File: config.mk
export PLATFORM = sky130hd
export DESIGN_NAME = fp_cmult_flat
export DESIGN_NICKNAME = d
export VERILOG_FILES = /design/src/rtl/fp_pkg.sv /design/src/rtl/fp_cmult_if.sv /design/src/rtl/fp_round.sv /design/src/rtl/fp_cmult.sv /design/src/flat_wrapper.sv
export SDC_FILE = /design/constraint.sdc
export NUM_CORES = 1
export LEC_CHECK = 0
export ABC_CLOCK_PERIOD_IN_PS = 9700
export BUFFER_PORTS_ARGS = -buffer_cell sky130_fd_sc_hd__buf_4
export CAP_MARGIN = 20
export CORE_MARGIN = 2
export CORE_UTILIZATION = 25
export DETAILED_ROUTE_END_ITERATION = 12
export MAX_ROUTING_LAYER = met4
export PLACE_DENSITY_LB_ADDON = 0.25
export SLEW_MARGIN = 5
export SYNTH_ARGS = -nofsm -noshare
export SYNTH_HDL_FRONTEND = slang
export SYNTH_HIERARCHICAL = 1
export SYNTH_SLANG_ARGS = --single-unit
File: constraint.sdc
create_clock -name aclk -period 9.7 [get_ports aclk]
set_input_delay 1.94 -clock aclk [delete_from_list [all_inputs] [get_ports aclk]]
set_output_delay 1.94 -clock aclk [all_outputs]
set_load 0.1 [all_outputs]
File: src/rtl/fp_pkg.sv
// Shared constants and encoding helpers for the parameterised float datapath blocks.
// Encodings are built at a fixed wide width and narrowed by the caller to EXP+FRA+1 bits.
package fp_pkg;

  localparam int FLG_INV = 2;
  localparam int FLG_OVF = 1;
  localparam int FLG_UDF = 0;
  localparam int FLG_W   = 3;

  typedef logic [FLG_W-1:0] flag_t;

  localparam int ENC_W = 64;
  typedef logic [ENC_W-1:0] enc_t;

  function automatic int fp_bias(input int exp_w);
    return (1 << (exp_w - 1)) - 1;
  endfunction

  function automatic enc_t fp_zero(input logic sign, input int exp_w, input int fra_w);
    return enc_t'(sign) << (exp_w + fra_w);
  endfunction

  function automatic enc_t fp_inf(input logic sign, input int exp_w, input int fra_w);
    return fp_zero(sign, exp_w, fra_w) | (((enc_t'(1) << exp_w) - enc_t'(1)) << fra_w);
  endfunction

  // Canonical quiet NaN: positive, all-ones exponent, only the top fraction bit set.
  function automatic enc_t fp_qnan(input int exp_w, input int fra_w);
    return fp_inf(1'b0, exp_w, fra_w) | (enc_t'(1) << (fra_w - 1));
  endfunction

endpackage

File: src/rtl/fp_cmult_if.sv
// Operand/result bundle of the float multiplier: qualified operands in, registered result and status out.
interface fp_cmult_if #(
  parameter int EXP = 5,
  parameter int FRA = 10
);
  import fp_pkg::*;

  localparam int W = EXP + FRA + 1;

  logic         valid;
  logic [W-1:0] A;
  logic [W-1:0] B;
  logic [W-1:0] Y;
  flag_t        flag;

  modport master (output valid, output A, output B, input Y, input flag);
  modport slave  (input valid, input A, input B, output Y, output flag);

endinterface

File: src/rtl/fp_round.sv
// Normalise a raw mantissa product, round to nearest-even and clamp to Inf/zero.
// Purely combinational so it can sit inside any float pipeline stage.
module fp_round
  import fp_pkg::*;
#(
  parameter  int EXP = 5,
  parameter  int FRA = 10,
  localparam int W   = EXP + FRA + 1,
  localparam int PW  = 2 * (FRA + 1),
  localparam int EW  = EXP + 2
) (
  input  logic          sign_i,
  input  logic [EW-1:0] exp_i,
  input  logic [PW-1:0] prod_i,
  output logic [W-1:0]  y_o,
  output logic          ovf_o,
  output logic          udf_o
);

  localparam logic [W-1:0] INF_P  = W'(fp_inf(1'b0, EXP, FRA));
  localparam logic [W-1:0] ZERO_P = W'(fp_zero(1'b0, EXP, FRA));
  localparam logic [EXP:0] E_TOP  = (EXP + 1)'((1 << EXP) - 1);

  logic          msb;
  logic [PW-2:0] norm;
  logic [FRA-1:0] frac;
  logic          rnd;
  logic          sticky;
  logic          inc;
  logic [FRA:0]  mant;
  logic [EW-1:0] e_fin;

  always_comb begin
    msb    = prod_i[PW-1];
    // Drop the hidden bit so the fraction always starts right below it.
    norm   = msb ? prod_i[PW-2:0] : {prod_i[PW-3:0], 1'b0};
    frac   = norm[PW-2 -: FRA];
    rnd    = norm[PW-2-FRA];
    sticky = |norm[PW-3-FRA:0];
    inc    = rnd & (sticky | frac[0]);
    mant   = {1'b0, frac} + (FRA + 1)'(inc);
    e_fin  = exp_i + EW'(msb) + EW'(mant[FRA]);

    ovf_o  = !e_fin[EW-1] && (e_fin[EXP:0] >= E_TOP);
    udf_o  = e_fin[EW-1] || (e_fin == '0);

    if (ovf_o) begin
      y_o = {sign_i, INF_P[W-2:0]};
    end else if (udf_o) begin
      y_o = {sign_i, ZERO_P[W-2:0]};
    end else begin
      y_o = {sign_i, e_fin[EXP-1:0], mant[FRA-1:0]};
    end
  end

endmodule

File: src/rtl/fp_cmult.sv
// Floating-point multiplier with one registered stage; denormal inputs read as signed zero.
// Result and status hold until the next qualified operand pair.
module fp_cmult
  import fp_pkg::*;
#(
  parameter int EXP = 5,
  parameter int FRA = 10
) (
  input  logic       aclk,
  input  logic       aresetn,
  fp_cmult_if.slave  bus
);

  localparam int W    = EXP + FRA + 1;
  localparam int PW   = 2 * (FRA + 1);
  localparam int EW   = EXP + 2;
  localparam int BIAS = fp_bias(EXP);

  localparam logic [W-1:0] QNAN   = W'(fp_qnan(EXP, FRA));
  localparam logic [W-1:0] INF_P  = W'(fp_inf(1'b0, EXP, FRA));
  localparam logic [W-1:0] ZERO_P = W'(fp_zero(1'b0, EXP, FRA));

  logic [W-1:0]   opnd    [2];
  logic [EXP-1:0] op_exp  [2];
  logic [FRA:0]   op_mant [2];
  logic [1:0]     op_sign;
  logic [1:0]     op_nan;
  logic [1:0]     op_inf;
  logic [1:0]     op_zero;

  assign opnd[0] = bus.A;
  assign opnd[1] = bus.B;

  generate
    for (genvar gi = 0; gi < 2; gi++) begin : g_unpack
      assign op_sign[gi] = opnd[gi][W-1];
      assign op_exp[gi]  = opnd[gi][W-2 -: EXP];
      assign op_mant[gi] = {1'b1, opnd[gi][FRA-1:0]};
      assign op_inf[gi]  = (&op_exp[gi]) && (opnd[gi][FRA-1:0] == '0);
      assign op_nan[gi]  = (&op_exp[gi]) && (opnd[gi][FRA-1:0] != '0);
      assign op_zero[gi] = (op_exp[gi] == '0);
    end
  endgenerate

  logic          sign_y;
  logic [EW-1:0] exp_sum;
  logic [PW-1:0] prod;
  logic [W-1:0]  rnd_y;
  logic          rnd_ovf;
  logic          rnd_udf;

  assign sign_y  = ^op_sign;
  // Widened so both the overflow and the negative underflow bound stay representable.
  assign exp_sum = EW'(op_exp[0]) + EW'(op_exp[1]) - EW'(BIAS);
  assign prod    = PW'(op_mant[0]) * PW'(op_mant[1]);

  fp_round #(
    .EXP (EXP),
    .FRA (FRA)
  ) u_round (
    .sign_i (sign_y),
    .exp_i  (exp_sum),
    .prod_i (prod),
    .y_o    (rnd_y),
    .ovf_o  (rnd_ovf),
    .udf_o  (rnd_udf)
  );

  logic [W-1:0] y_d,    y_q;
  flag_t        flag_d, flag_q;
  logic         invalid;

  assign invalid = (|op_nan) || (op_inf[0] && op_zero[1]) || (op_inf[1] && op_zero[0]);

  always_comb begin
    y_d    = rnd_y;
    flag_d = '0;
    if (invalid) begin
      y_d             = QNAN;
      flag_d[FLG_INV] = 1'b1;
    end else if (|op_inf) begin
      y_d = {sign_y, INF_P[W-2:0]};
    end else if (|op_zero) begin
      y_d = {sign_y, ZERO_P[W-2:0]};
    end else begin
      flag_d[FLG_OVF] = rnd_ovf;
      flag_d[FLG_UDF] = rnd_udf;
    end
  end

  always_ff @(posedge aclk) begin
    if (!aresetn) begin
      y_q    <= '0;
      flag_q <= '0;
    end else if (bus.valid) begin
      y_q    <= y_d;
      flag_q <= flag_d;
    end
  end

  assign bus.Y    = y_q;
  assign bus.flag = flag_q;

endmodule

File: src/flat_wrapper.sv
// flat-port wrapper written by rule: the top's interface ports become plain ports
module fp_cmult_flat import fp_pkg::*;
#(
  parameter int EXP = 5,
  parameter int FRA = 10
)
  (aclk, aresetn, bus_valid, bus_A, bus_B, bus_Y, bus_flag);
  fp_cmult_if #(.EXP(EXP), .FRA(FRA)) bus_i ();
  input  logic aclk;
  input  logic aresetn;
  input wire logic [$bits(bus_i.valid)-1:0] bus_valid;
  input wire logic [$bits(bus_i.A)-1:0] bus_A;
  input wire logic [$bits(bus_i.B)-1:0] bus_B;
  output wire logic [$bits(bus_i.Y)-1:0] bus_Y;
  output wire logic [$bits(bus_i.flag)-1:0] bus_flag;
  assign bus_i.valid = bus_valid;
  assign bus_i.A = bus_A;
  assign bus_i.B = bus_B;
  assign bus_Y = bus_i.Y;
  assign bus_flag = bus_i.flag;
  fp_cmult #(.EXP(EXP), .FRA(FRA)) u_core (.aclk(aclk), .aresetn(aresetn), .bus(bus_i));
endmodule
==> flow_summary_export.csv <==
group,metric,value,unit
run_status,run_status,"complete, no violations",
place,post-dp-hpwl,12000,um
setup_path,worstReg2RegStart,"u_core/bus.Y[2]",
flow_run,maxCapViolCount,0,
die,starting_utilization_of_the_core_area,25.4,%
synthesis,synthesis.yosys.warnings,6,
synthesis,ys_types,59,
route,drt_drc_violations_left,0,
die,die_h,155,um
synthesis,synth_enable_flop_cells,0,
synthesis,post-synth-top-count-cell,"inv_1",
final_layout,antenna-diode-count,0,
synthesis,synth_top_flop_cell,"dfxtp_1",
setup_path,rr_worst_depth,3,
synthesis,synth_top_cell_by_area,"fa_1",
final_layout,final_core_util,29.7,%
setup_path,critical_path.top_delay_family,"adder cells",
final_layout,fillerInstances,2395,
cts,cts-htree-levels,1,
final_layout,fin_area,6690,um^2
synthesis,synthCells,699,
cts,clk_tree_root_cell,"clkbuf_16",
setup_path,critPathRequiredTime,9.88,ns
sta,worstMarginPinSlew,0.779,ns
place,dp_slack,-0.0595,ns
setup_path,cp_max_fo,12,
synthesis,synthDominantCellAreaShare,28.8,%
route,drtIter0Drc,186,
sta,timing.clock.skew,0,ns
cts,worst_skew_pair.late_latency,0.25,ns
route,drt_pre_antenna_iters,5,
die,pin_count,54,
synthesis,synthTopCellsByArea,"fa_1 (29%), ha_1 (15%), inv_1 (8.5%), dfxtp_1 (6.7%), and2_1 (4.7%)",
route,totalWireLength,14500,um
sta,setup_viol,0,
cts,cts_hold_buffers,0,
final_layout,finish.net_count,940,
place,io_buffers,53,
cts,clock_tree_from_tritoncts,"built",
global_route,grtUsageTotal,12.8,%
setup_path,critical_path_class,"in2reg",
die,design.die.area,24100,um^2
sta,finalHoldViolCount,0,
sta,headroom_to_the_max_slew_limit,47.7,%
setup_path,cp_num_cells,31,
setup_path,critical_path.max_stage_delay,0.55,ns
synthesis,ys_seq_area_share,6.66,%
setup_path,critPathBufInv,5,
final_layout,area_growth_syn_to_layout,17.2,%
cts,cts_buffers,3,
die,core-area,22500,um^2
synthesis,avgSynthCellArea,8.17,um^2
setup_path,setup.reg_to_reg.worst_slack,8.96,ns
hold_path,hp-start,"u_core/bus.Y[9]",
global_route,grt_max_degree,22,
sta,setup_slack,0.347,ns
setup_path,critPathLaunch,"bus_A[2]",
setup_path,worst_r2r_endpoint,"u_core/bus.Y[2]",
final_layout,fraction_of_final_layout_cells_with_drive_strength_greater_than_1,14.8,%
sta,final.min_clock_period,9.35,ns
route,route.detailed.wl_per_inst,13.9,um
global_route,number_of_antenna_violations_at_the_first_check_in_global_routing,0,
cts,cts.path.max_buffers,2,
setup_path,cp_slowest_cell,"fa_1",
setup_path,worst_ep_arrival_time,9.53,ns
synthesis,async_set_reset_flop_share_out_of_synthesis,0,%
synthesis,mappedNetlistNets,886,
die,die_width,155,um
hold_path,hold_path_depth,2,
synthesis,synthTopCellsByCount,"inv_1 (129), fa_1 (82), ha_1 (70)",
route,detail-route-antenna-nets,0,
route,vias_per_cell,4.56,
global_route,grt_pass1_vias,5007,
die,std_cell_rows,55,
sta,layout_worst_path_cycle_share,96.4,%
place,placed_area,6520,um^2
hold_path,hold-path-endpoint,"u_core/bus.Y[9]",
synthesis,area_of_the_mapped_netlist,5710,um^2
cts,tritoncts_num_sinks,19,
global_route,grt_first_pass_wirelength,24400,um
sta,final_max_slew_viol_count,0,
setup_path,timing.critical_path.mode_cell,"fa_1",
setup_path,setup.worst_path.end_class,"flip-flop",
setup_path,worstSetupStartpointType,"primary input",
synthesis,synth-seq-cells,19,
cts,cts.clk_slew.worst_paths,0.05,ns
hold_path,hp-class,"reg2reg",
sta,peak_clock_frequency_supported_by_timing,107,MHz
route,route.vias.total,4726,
place,gp_routability_congestion,0.851,
global_route,global_route.overflow_total,0,
==> flip-flops by register name, indices dropped and copies added (netlist names) <==
signal	cells
u_core/bus.flag	3
u_core/bus.Y	16
==> worst max-delay path by stage <==
stage / to / slack (ns)
2_1_floorplan: u_core/bus.Y[9] / 0.005
3_3_place_gp: u_core/bus.Y[9] / 0.05
3_5_place_dp: u_core/bus.Y[9] / -0.06
4_1_cts: u_core/bus.Y[9] / 0.18
5_1_grt: u_core/bus.Y[9] / -0.02
6_report: u_core/bus.Y[9] / 0.35
==> per-layer routing <==
metal	track usage (%)	routed length, um	up-vias
li1	-	-	2329
met1	16.4	6620	2337
met2	22.3	7230	52
met3	0.836	315	8
met4	2.51	289	0
met5	-	0	-
==> kinds of logic (layout without fill, tap and decap cells) <==
group	after synthesis	count (layout)	share of synthesized area [%]
flops	19	19	6.66
buf+inv	158	210	10.6
simple gates	233	233	20.6
xor+xnor	32	32	4.91
mux	8	8	1.51
fa+ha+maj	152	152	44.1
compound gates	97	98	11.6
==> worst min-delay path: stages (launching register included) <==
cell     delay [ns]
dfxtp_1        0.31
nand3_1        0.06
o21ai_1        0.06
==> repair_timing <==
action                                  in CTS  in global routing
gates resized for setup                      0                 10
buffers inserted                             0                  3
hold endpoints to repair                     0                  0
endpoints found under the setup margin       0                 10
==> metrics by stage <==
step | setup TNS, ns | hold slack (ns) | std cells
after floorplan | 0 | 0.897 | 699
after global placement | 0 | 0.457 | 1029
after detailed placement | -0.0595 | 0.459 | 1029
after CTS | 0 | 0.467 | 1033
after global routing | -0.0277 | 0.490 | 1037
final | 0 | 0.466 | 1037
==> placed cells by master (no fill, tap or decap), types with 19 or more instances in the layout <==
master / n
nand2_1: 66
dfxtp_1: 19
buf_4: 77
nor2_1: 50
fa_1: 82
a21oi_1: 40
nor2b_1: 21
ha_1: 69
inv_1: 127
and2_1: 43
==> cell type report <==
cell class	count	area, um^2	share of cell area (%)
clock buffers	4	78.8	1.18
inverters	129	484	7.24
multi-input cells	523	4810	71.9
flip-flops and latches	19	380	5.69
well taps	285	357	5.33
repair buffers	77	578	8.64
Power is left out: the tool's default activity adds up to more than one toggle a clock period on the data nets, which glitch-free logic cannot reach.
